$ cat config.mk
export PLATFORM = sky130hd
export DESIGN_NAME = multicycle_ctrl_flat
export DESIGN_NICKNAME = d
export VERILOG_FILES = /design/src/rtl/riscv_ctrl_pkg.sv /design/src/rtl/multicycle_ctrl_if.sv /design/src/rtl/mem_wdog.sv /design/src/rtl/multicycle_ctrl.sv /design/src/flat_wrapper.sv
export SDC_FILE = /design/constraint.sdc
export NUM_CORES = 1
export LEC_CHECK = 0
export ABC_CLOCK_PERIOD_IN_PS = 4900
export BUFFER_PORTS_ARGS = -buffer_cell sky130_fd_sc_hd__buf_2
export CORE_ASPECT_RATIO = 0.6
export CORE_MARGIN = 1.5
export CORE_UTILIZATION = 55
export DETAILED_ROUTE_END_ITERATION = 16
export PLACE_DENSITY = 0.87
export SLEW_MARGIN = 0
export SYNTH_ARGS = -nofsm -noshare
export SYNTH_HDL_FRONTEND = slang
export SYNTH_SLANG_ARGS = --single-unit
$ cat constraint.sdc
create_clock -name clk -period 4.9 [get_ports clk]
set_input_delay 0.245 -clock clk [delete_from_list [all_inputs] [get_ports clk]]
set_output_delay 0.245 -clock clk [all_outputs]
set_load 0.005 [all_outputs]
$ cat src/rtl/riscv_ctrl_pkg.sv
// Shared encodings for the multicycle RV32 control path: opcodes, ALU ops,
// FSM states and error codes.
package riscv_ctrl_pkg;

    localparam logic [6:0] OP_LOAD   = 7'b0000011;
    localparam logic [6:0] OP_STORE  = 7'b0100011;
    localparam logic [6:0] OP_BRANCH = 7'b1100011;
    localparam logic [6:0] OP_RTYPE  = 7'b0110011;

    localparam logic [1:0] ALU_ADD   = 2'b00;
    localparam logic [1:0] ALU_SUB   = 2'b01;
    localparam logic [1:0] ALU_FUNCT = 2'b10;

    typedef enum logic [3:0] {
        ST_RST,
        ST_FETCH,
        ST_DECODE,
        ST_ADDR,
        ST_MEM,
        ST_WB_LD,
        ST_EXEC_R,
        ST_WB_R,
        ST_BRANCH,
        ST_HALT
    } state_t;

    typedef enum logic [1:0] {
        ERR_NONE    = 2'b00,
        ERR_ILLEGAL = 2'b01,
        ERR_TIMEOUT = 2'b10
    } err_t;

endpackage

$ cat src/rtl/multicycle_ctrl_if.sv
// Control/status bundle between the multicycle FSM (master) and the datapath
// plus memory port (slave).
//
// Memory handshake: a request is mem_req=1 with mem_we/addr_sel stable; it is
// accepted in the cycle mem_ready is sampled high, and mem_ready is ignored
// whenever mem_req=0.
interface multicycle_ctrl_if #(
    parameter int CNT_W = 32
);
    import riscv_ctrl_pkg::*;

    logic [6:0]       opcode;
    logic             alu_zero;
    logic             mem_ready;
    logic             mem_req;
    logic             mem_we;
    logic             addr_sel;
    logic             ir_we;
    logic             mdr_we;
    logic             ab_we;
    logic             alu_src_b;
    logic [1:0]       alu_op;
    logic             alu_out_we;
    logic             reg_we;
    logic             mem_to_reg;
    logic             pc_we;
    logic             pc_sel;
    logic             retire;
    logic [CNT_W-1:0] retired_cnt;
    logic             halted;
    logic [1:0]       err_code;
    state_t           dbg_state;

    modport master (
        input  opcode, alu_zero, mem_ready,
        output mem_req, mem_we, addr_sel, ir_we, mdr_we, ab_we, alu_src_b,
               alu_op, alu_out_we, reg_we, mem_to_reg, pc_we, pc_sel, retire,
               retired_cnt, halted, err_code, dbg_state
    );

    modport slave (
        output opcode, alu_zero, mem_ready,
        input  mem_req, mem_we, addr_sel, ir_we, mdr_we, ab_we, alu_src_b,
               alu_op, alu_out_we, reg_we, mem_to_reg, pc_we, pc_sel, retire,
               retired_cnt, halted, err_code, dbg_state
    );

endinterface

$ cat src/rtl/mem_wdog.sv
// Memory watchdog: counts consecutive stalled request cycles and flags the
// cycle in which the stall count would reach MEM_TIMEOUT.
module mem_wdog #(
    parameter int MEM_TIMEOUT = 16
) (
    input  logic clk,
    input  logic rst_n,
    input  logic req,
    input  logic ready,
    output logic timeout
);
    localparam int CW = $clog2(MEM_TIMEOUT + 1);

    logic [CW-1:0] cnt_q, cnt_d;
    logic          stall;

    assign stall   = req && !ready;
    assign cnt_d   = stall ? cnt_q + 1'b1 : '0;
    // A ready in the would-be timeout cycle is an acceptance, hence the !ready term.
    assign timeout = stall && (cnt_q == CW'(MEM_TIMEOUT - 1));

    always_ff @(posedge clk or negedge rst_n) begin
        if (!rst_n) begin
            cnt_q <= '0;
        end else begin
            cnt_q <= cnt_d;
        end
    end

endmodule

$ cat src/rtl/multicycle_ctrl.sv
// Multicycle RV32 control FSM (lw, sw, beq, R-type) with memory handshake,
// watchdog-driven bus error and retired-instruction counter.
module multicycle_ctrl
    import riscv_ctrl_pkg::*;
#(
    parameter int MEM_TIMEOUT = 16,
    parameter int CNT_W       = 32
) (
    input logic               clk,
    input logic               rst_n,
    multicycle_ctrl_if.master bus
);
    state_t           state_q, state_d;
    err_t             err_q, err_d;
    logic [CNT_W-1:0] cnt_q;
    logic             timeout, is_store;

    logic       mem_req, mem_we, addr_sel, ir_we, mdr_we, ab_we, alu_src_b;
    logic [1:0] alu_op;
    logic       alu_out_we, reg_we, mem_to_reg, pc_we, pc_sel, retire, halted;

    assign is_store = (bus.opcode == OP_STORE);

    mem_wdog #(.MEM_TIMEOUT(MEM_TIMEOUT)) u_wdog (
        .clk     (clk),
        .rst_n   (rst_n),
        .req     (mem_req),
        .ready   (bus.mem_ready),
        .timeout (timeout)
    );

    always_comb begin
        state_d    = state_q;
        err_d      = err_q;
        mem_req    = 1'b0;
        mem_we     = 1'b0;
        addr_sel   = 1'b0;
        ir_we      = 1'b0;
        mdr_we     = 1'b0;
        ab_we      = 1'b0;
        alu_src_b  = 1'b0;
        alu_op     = ALU_ADD;
        alu_out_we = 1'b0;
        reg_we     = 1'b0;
        mem_to_reg = 1'b0;
        pc_we      = 1'b0;
        pc_sel     = 1'b0;
        retire     = 1'b0;
        halted     = 1'b0;
        case (state_q)
            ST_RST: state_d = ST_FETCH;
            ST_FETCH: begin
                mem_req = 1'b1;
                if (bus.mem_ready) begin
                    ir_we   = 1'b1;
                    state_d = ST_DECODE;
                end else if (timeout) begin
                    state_d = ST_HALT;
                    err_d   = ERR_TIMEOUT;
                end
            end
            ST_DECODE: begin
                ab_we = 1'b1;
                case (bus.opcode)
                    OP_LOAD, OP_STORE: state_d = ST_ADDR;
                    OP_BRANCH:         state_d = ST_BRANCH;
                    OP_RTYPE:          state_d = ST_EXEC_R;
                    default: begin
                        state_d = ST_HALT;
                        err_d   = ERR_ILLEGAL;
                    end
                endcase
            end
            ST_ADDR: begin
                alu_src_b  = 1'b1;
                alu_out_we = 1'b1;
                state_d    = ST_MEM;
            end
            ST_MEM: begin
                mem_req  = 1'b1;
                addr_sel = 1'b1;
                mem_we   = is_store;
                if (bus.mem_ready) begin
                    if (is_store) begin
                        pc_we   = 1'b1;
                        retire  = 1'b1;
                        state_d = ST_FETCH;
                    end else begin
                        mdr_we  = 1'b1;
                        state_d = ST_WB_LD;
                    end
                end else if (timeout) begin
                    state_d = ST_HALT;
                    err_d   = ERR_TIMEOUT;
                end
            end
            ST_WB_LD: begin
                reg_we     = 1'b1;
                mem_to_reg = 1'b1;
                pc_we      = 1'b1;
                retire     = 1'b1;
                state_d    = ST_FETCH;
            end
            ST_EXEC_R: begin
                alu_op     = ALU_FUNCT;
                alu_out_we = 1'b1;
                state_d    = ST_WB_R;
            end
            ST_WB_R: begin
                reg_we  = 1'b1;
                pc_we   = 1'b1;
                retire  = 1'b1;
                state_d = ST_FETCH;
            end
            ST_BRANCH: begin
                alu_op  = ALU_SUB;
                pc_we   = 1'b1;
                pc_sel  = bus.alu_zero;
                retire  = 1'b1;
                state_d = ST_FETCH;
            end
            ST_HALT: halted = 1'b1;
            default: state_d = ST_RST;
        endcase
    end

    always_ff @(posedge clk or negedge rst_n) begin
        if (!rst_n) begin
            state_q <= ST_RST;
            err_q   <= ERR_NONE;
            cnt_q   <= '0;
        end else begin
            state_q <= state_d;
            err_q   <= err_d;
            if (retire) cnt_q <= cnt_q + 1'b1;
        end
    end

    assign bus.mem_req     = mem_req;
    assign bus.mem_we      = mem_we;
    assign bus.addr_sel    = addr_sel;
    assign bus.ir_we       = ir_we;
    assign bus.mdr_we      = mdr_we;
    assign bus.ab_we       = ab_we;
    assign bus.alu_src_b   = alu_src_b;
    assign bus.alu_op      = alu_op;
    assign bus.alu_out_we  = alu_out_we;
    assign bus.reg_we      = reg_we;
    assign bus.mem_to_reg  = mem_to_reg;
    assign bus.pc_we       = pc_we;
    assign bus.pc_sel      = pc_sel;
    assign bus.retire      = retire;
    assign bus.retired_cnt = cnt_q;
    assign bus.halted      = halted;
    assign bus.err_code    = err_q;
    assign bus.dbg_state   = state_q;

endmodule

$ cat src/flat_wrapper.sv
// flat-port wrapper written by rule: the top's interface ports become plain ports
module multicycle_ctrl_flat import riscv_ctrl_pkg::*;
#(
    parameter int MEM_TIMEOUT = 16,
    parameter int CNT_W       = 32
)
  (clk, rst_n, bus_opcode, bus_alu_zero, bus_mem_ready, bus_mem_req, bus_mem_we, bus_addr_sel, bus_ir_we, bus_mdr_we, bus_ab_we, bus_alu_src_b, bus_alu_op, bus_alu_out_we, bus_reg_we, bus_mem_to_reg, bus_pc_we, bus_pc_sel, bus_retire, bus_retired_cnt, bus_halted, bus_err_code, bus_dbg_state);
  multicycle_ctrl_if #(.CNT_W(CNT_W)) bus_i ();
  input logic clk;
  input logic rst_n;
  input wire logic [$bits(bus_i.opcode)-1:0] bus_opcode;
  input wire logic [$bits(bus_i.alu_zero)-1:0] bus_alu_zero;
  input wire logic [$bits(bus_i.mem_ready)-1:0] bus_mem_ready;
  output wire logic [$bits(bus_i.mem_req)-1:0] bus_mem_req;
  output wire logic [$bits(bus_i.mem_we)-1:0] bus_mem_we;
  output wire logic [$bits(bus_i.addr_sel)-1:0] bus_addr_sel;
  output wire logic [$bits(bus_i.ir_we)-1:0] bus_ir_we;
  output wire logic [$bits(bus_i.mdr_we)-1:0] bus_mdr_we;
  output wire logic [$bits(bus_i.ab_we)-1:0] bus_ab_we;
  output wire logic [$bits(bus_i.alu_src_b)-1:0] bus_alu_src_b;
  output wire logic [$bits(bus_i.alu_op)-1:0] bus_alu_op;
  output wire logic [$bits(bus_i.alu_out_we)-1:0] bus_alu_out_we;
  output wire logic [$bits(bus_i.reg_we)-1:0] bus_reg_we;
  output wire logic [$bits(bus_i.mem_to_reg)-1:0] bus_mem_to_reg;
  output wire logic [$bits(bus_i.pc_we)-1:0] bus_pc_we;
  output wire logic [$bits(bus_i.pc_sel)-1:0] bus_pc_sel;
  output wire logic [$bits(bus_i.retire)-1:0] bus_retire;
  output wire logic [$bits(bus_i.retired_cnt)-1:0] bus_retired_cnt;
  output wire logic [$bits(bus_i.halted)-1:0] bus_halted;
  output wire logic [$bits(bus_i.err_code)-1:0] bus_err_code;
  output wire logic [$bits(bus_i.dbg_state)-1:0] bus_dbg_state;
  assign bus_i.opcode = bus_opcode;
  assign bus_i.alu_zero = bus_alu_zero;
  assign bus_i.mem_ready = bus_mem_ready;
  assign bus_mem_req = bus_i.mem_req;
  assign bus_mem_we = bus_i.mem_we;
  assign bus_addr_sel = bus_i.addr_sel;
  assign bus_ir_we = bus_i.ir_we;
  assign bus_mdr_we = bus_i.mdr_we;
  assign bus_ab_we = bus_i.ab_we;
  assign bus_alu_src_b = bus_i.alu_src_b;
  assign bus_alu_op = bus_i.alu_op;
  assign bus_alu_out_we = bus_i.alu_out_we;
  assign bus_reg_we = bus_i.reg_we;
  assign bus_mem_to_reg = bus_i.mem_to_reg;
  assign bus_pc_we = bus_i.pc_we;
  assign bus_pc_sel = bus_i.pc_sel;
  assign bus_retire = bus_i.retire;
  assign bus_retired_cnt = bus_i.retired_cnt;
  assign bus_halted = bus_i.halted;
  assign bus_err_code = bus_i.err_code;
  assign bus_dbg_state = bus_i.dbg_state;
  multicycle_ctrl #(.MEM_TIMEOUT(MEM_TIMEOUT), .CNT_W(CNT_W)) u_core (.clk(clk), .rst_n(rst_n), .bus(bus_i));
endmodule
==> impl_metrics.json <==
{
  "outcome": "completed",
  "finalHoldViolCount": 0,
  "power_frac_comb_pct": 27.2,
  "synth_simple_gate_area_share_pct": 25.7,
  "post-dp-hpwl_um": 3580,
  "cp-startpoint": "u_core.bus.dbg_state[0]$_DFFE_PN0N_",
  "detail_route.wirelength_um": 4770,
  "finalWeightedCongestion": 0.891,
  "wl_per_cell_um": 14.4,
  "slew-limit-headroom_pct": 38.1,
  "netlist.area_leader.share_pct": 49.4,
  "mappedNetlistArea_sq_mm": 0.00218,
  "post_cts_resize_count": 0,
  "routed-via-count": 1825,
  "die_area_sq_mm": 0.00436,
  "maxSlewViolCount": 0,
  "instances_no_fill": 331,
  "internal-power_mw": 0.648,
  "core_area_sq_mm": 0.00372,
  "first_iter_violations": 132,
  "crit_end": "bus_retire",
  "worstHoldPathType": "in -> async",
  "postSynthCellCount": 217,
  "start_util_pct": 58.6,
  "worst_ep_required_time_ns": 4.66,
  "placementRows": 17,
  "globalRoute.totalOverflow": 0,
  "port_buffers": 64,
  "max_cap_violations": 0,
  "placed_cells": 323,
  "synthArstFlopShare_pct": 100,
  "worst-r2r-setup-slack_ns": 2.45,
  "final.hold.worst_slack_ns": 0.0747,
  "warnings_synthesis": 0,
  "viasPerCell": 5.51,
  "maxClockFrequency_ghz": 0.379,
  "regToRegEndpoint": "u_core.bus.retired_cnt[27]$_DFFE_PN0P_",
  "grt_setup_unrepaired": "no",
  "criticalPathCategory": "reg -> out",
  "critical_path.endpoint_type": "primary output",
  "h_tree_level_count": 2,
  "n_antenna_cell": 0,
  "synth_compound_gate_area_share_pct": 4.94,
  "cts_tree": "done",
  "clock_buffer_count_from_cts": 5,
  "boundaryPins": 65,
  "critPathMaxFanout": 12,
  "synth-edff-count": 0,
  "cellLeakagePower_nw": 1.43,
  "first_pass_iters": 4,
  "pwr_cell_area_mw_per_mm2": 370,
  "synth.avg_cell_area_sq_um": 10.0,
  "dominant_combinational_cell_family_by_area_after_synthesis": "simple AND/OR/NAND/NOR gates",
  "postCtsSetupRepairBufs": 0,
  "route.detailed.drc": 0,
  "vdd_drop_max_v": 0.000273,
  "design_power_total_mw": 0.975,
  "chipWidth_um": 84.3,
  "path_clk_slew_ns": 0.08,
  "synth_fa_ha_area_share_pct": 2.18,
  "r2r.worst_path.cells": 5,
  "yosys_cell_types": 40,
  "clock_sinks": 43,
  "syn-num-nets": 231,
  "finalCritPeriodShare_pct": 53.8,
  "post_cts_hold_buffer_count": 0,
  "post_synthesis_xor_xnor_area_fraction_pct": 14.1,
  "final.setup_skew_ns": 0.0125,
  "synth_mux_area_share_pct": 0.517,
  "post_synth_most_frequent_cells": "sky130_fd_sc_hd__dfrtp_1, sky130_fd_sc_hd__xor2_1, sky130_fd_sc_hd__nor2_1",
  "worstMarginPinSlew_ns": 0.929,
  "ctsRootBufferMaster": "sky130_fd_sc_hd__clkbuf_8",
  "grt_pass1_vias": 1606,
  "insertion_delay_ns": 0.30,
  "p_sw_share_pct": 33.6,
  "leading_post_synthesis_cells_by_cell_area": "sky130_fd_sc_hd__dfrtp_1, sky130_fd_sc_hd__xor2_1, sky130_fd_sc_hd__xnor2_1",
  "synth-seq-area-share_pct": 49.4,
  "power.share.sequential_pct": 47.5,
  "synth_most_common_cell": "sky130_fd_sc_hd__dfrtp_1",
  "final_core_util_pct": 70.8,
  "final_net_count": 297,
  "post_route_cells_drive_above_1_share_pct": 27.5,
  "track_usage_pct": 23.5,
  "layout_min_cycle_time_ns": 2.64,
  "postSynthRegisterBits": 43,
  "ant_nets": 0,
  "synth_top_cell_by_area": "sky130_fd_sc_hd__dfrtp_1",
  "cts_buffer_depth": 2,
  "cp-start-kind": "flop",
  "grt_first_pass_wirelength_um": 7820,
  "synth_flop_cell": "sky130_fd_sc_hd__dfrtp_1",
  "crit-reg2reg-launch": "u_core.bus.dbg_state[0]$_DFFE_PN0N_",
  "die_y_um": 51.8,
  "syn_to_layout_area_delta_pct": 21.0,
  "antenna_found_initial": 0,
  "worst_ep_arrival_time_ns": 2.39,
  "grt_max_degree": 44,
  "layout.filler_cells": 273,
  "clockPowerShare_pct": 25.3,
  "final.setup.tns_ns": 0,
  "finalSetupViolCount": 0,
  "switching_power_mw": 0.327
}
## metrics by stage
step,instance area [sq um],setup WS [ns]
floorplan,2180,2.83
global placement,2540,2.58
detailed placement,2540,2.47
CTS,2640,2.26
global route,2640,2.13
finish,2640,2.26
## power by group through the flow
stage	Combinational, mW	Clock [mW]	Sequential, mW
floorplan	0.185	0	0.437
global placement	0.262	0	0.462
detailed placement	0.265	0	0.469
CTS	0.268	0.249	0.462
global route	0.295	0.265	0.474
finish	0.265	0.247	0.463
## final cells by class
class,count,area [sq um],area share [%]
sequential,43,1080,40.8
multi-input combinational,156,1030,39.2
timing repair buffer,64,320,12.1
clock buffer,8,100,3.80
tap,47,58.8,2.23
inverter,13,48.8,1.85
## worst min-delay path by stage
stage,startpoint,endpoint,slack [ns],depth (start not counted)
after floorplan,rst_n,u_core.bus.dbg_state[0]$_DFFE_PN0N_,-0.05,0
after global placement,rst_n,u_core.bus.retired_cnt[1]$_DFFE_PN0P_,0.43,1
after detailed placement,rst_n,u_core.bus.retired_cnt[1]$_DFFE_PN0P_,0.43,1
after CTS,rst_n,u_core.bus.retired_cnt[13]$_DFFE_PN0P_,0.11,1
final,rst_n,u_core.bus.retired_cnt[1]$_DFFE_PN0P_,0.07,1
after global routing,rst_n,u_core.bus.retired_cnt[5]$_DFFE_PN0P_,0.16,1
## routing by layer
layer / share of wire, % / vias to the layer above / wire [um] / track usage, %
met1: 51 / 861 / 2420 / 35.0
li1: - / 888 / - / -
met2: 40 / 67 / 1920 / 33.2
met3: 7.3 / 9 / 350 / 6.19
met5: 0 / - / 0 / 0
met4: 1.7 / 0 / 80 / 8.20
## kinds of logic (layout without fill, tap and decap cells)
| logic type | Yosys count | in the layout |
|---|---|---|
| AO/OA/AOI/OAI | 15 | 15 |
| AND/OR/NAND/NOR | 101 | 101 |
| buffers and inverters | 18 | 85 |
| multiplexers | 1 | 1 |
| XOR/XNOR | 35 | 35 |
| adder cells (fa/ha/maj) | 4 | 4 |
| flip-flops | 43 | 43 |
## worst max-delay path: stages, from the launching register on
cell and delay (ns):
sky130_fd_sc_hd__dfrtp_1 0.51, sky130_fd_sc_hd__or4b_4 0.64, sky130_fd_sc_hd__nor4_4 0.40, sky130_fd_sc_hd__nor2_2 0.17, sky130_fd_sc_hd__inv_1 0.22, sky130_fd_sc_hd__buf_2 0.16
## sequential cells by signal, summed over array words and instances, names as in the netlist
name,count
u_core.bus.err_code,2
u_core.bus.retired_cnt,32
u_core.bus.dbg_state,4
u_core.u_wdog.cnt_q,5
## cell usage in the layout (no fill, tap or decap), drive strengths merged, types with 2 or more instances in the layout
master	instances
and3	3
nor4b	3
xnor2	13
nand4bb	2
nor2b	2
and3b	2
nand2	16
nor3b	2
nor2	21
xor2	22
nand4	9
nor3	17
clkbuf	8
nand2b	2
buf	64
o2111ai	2
or2	3
nand3	9
inv	13
nor4	6
o22ai	2
ha	3
o32a	2
dfrtp	43
o21ai	4
No activity file was read; power rests on OpenSTA's default activity.
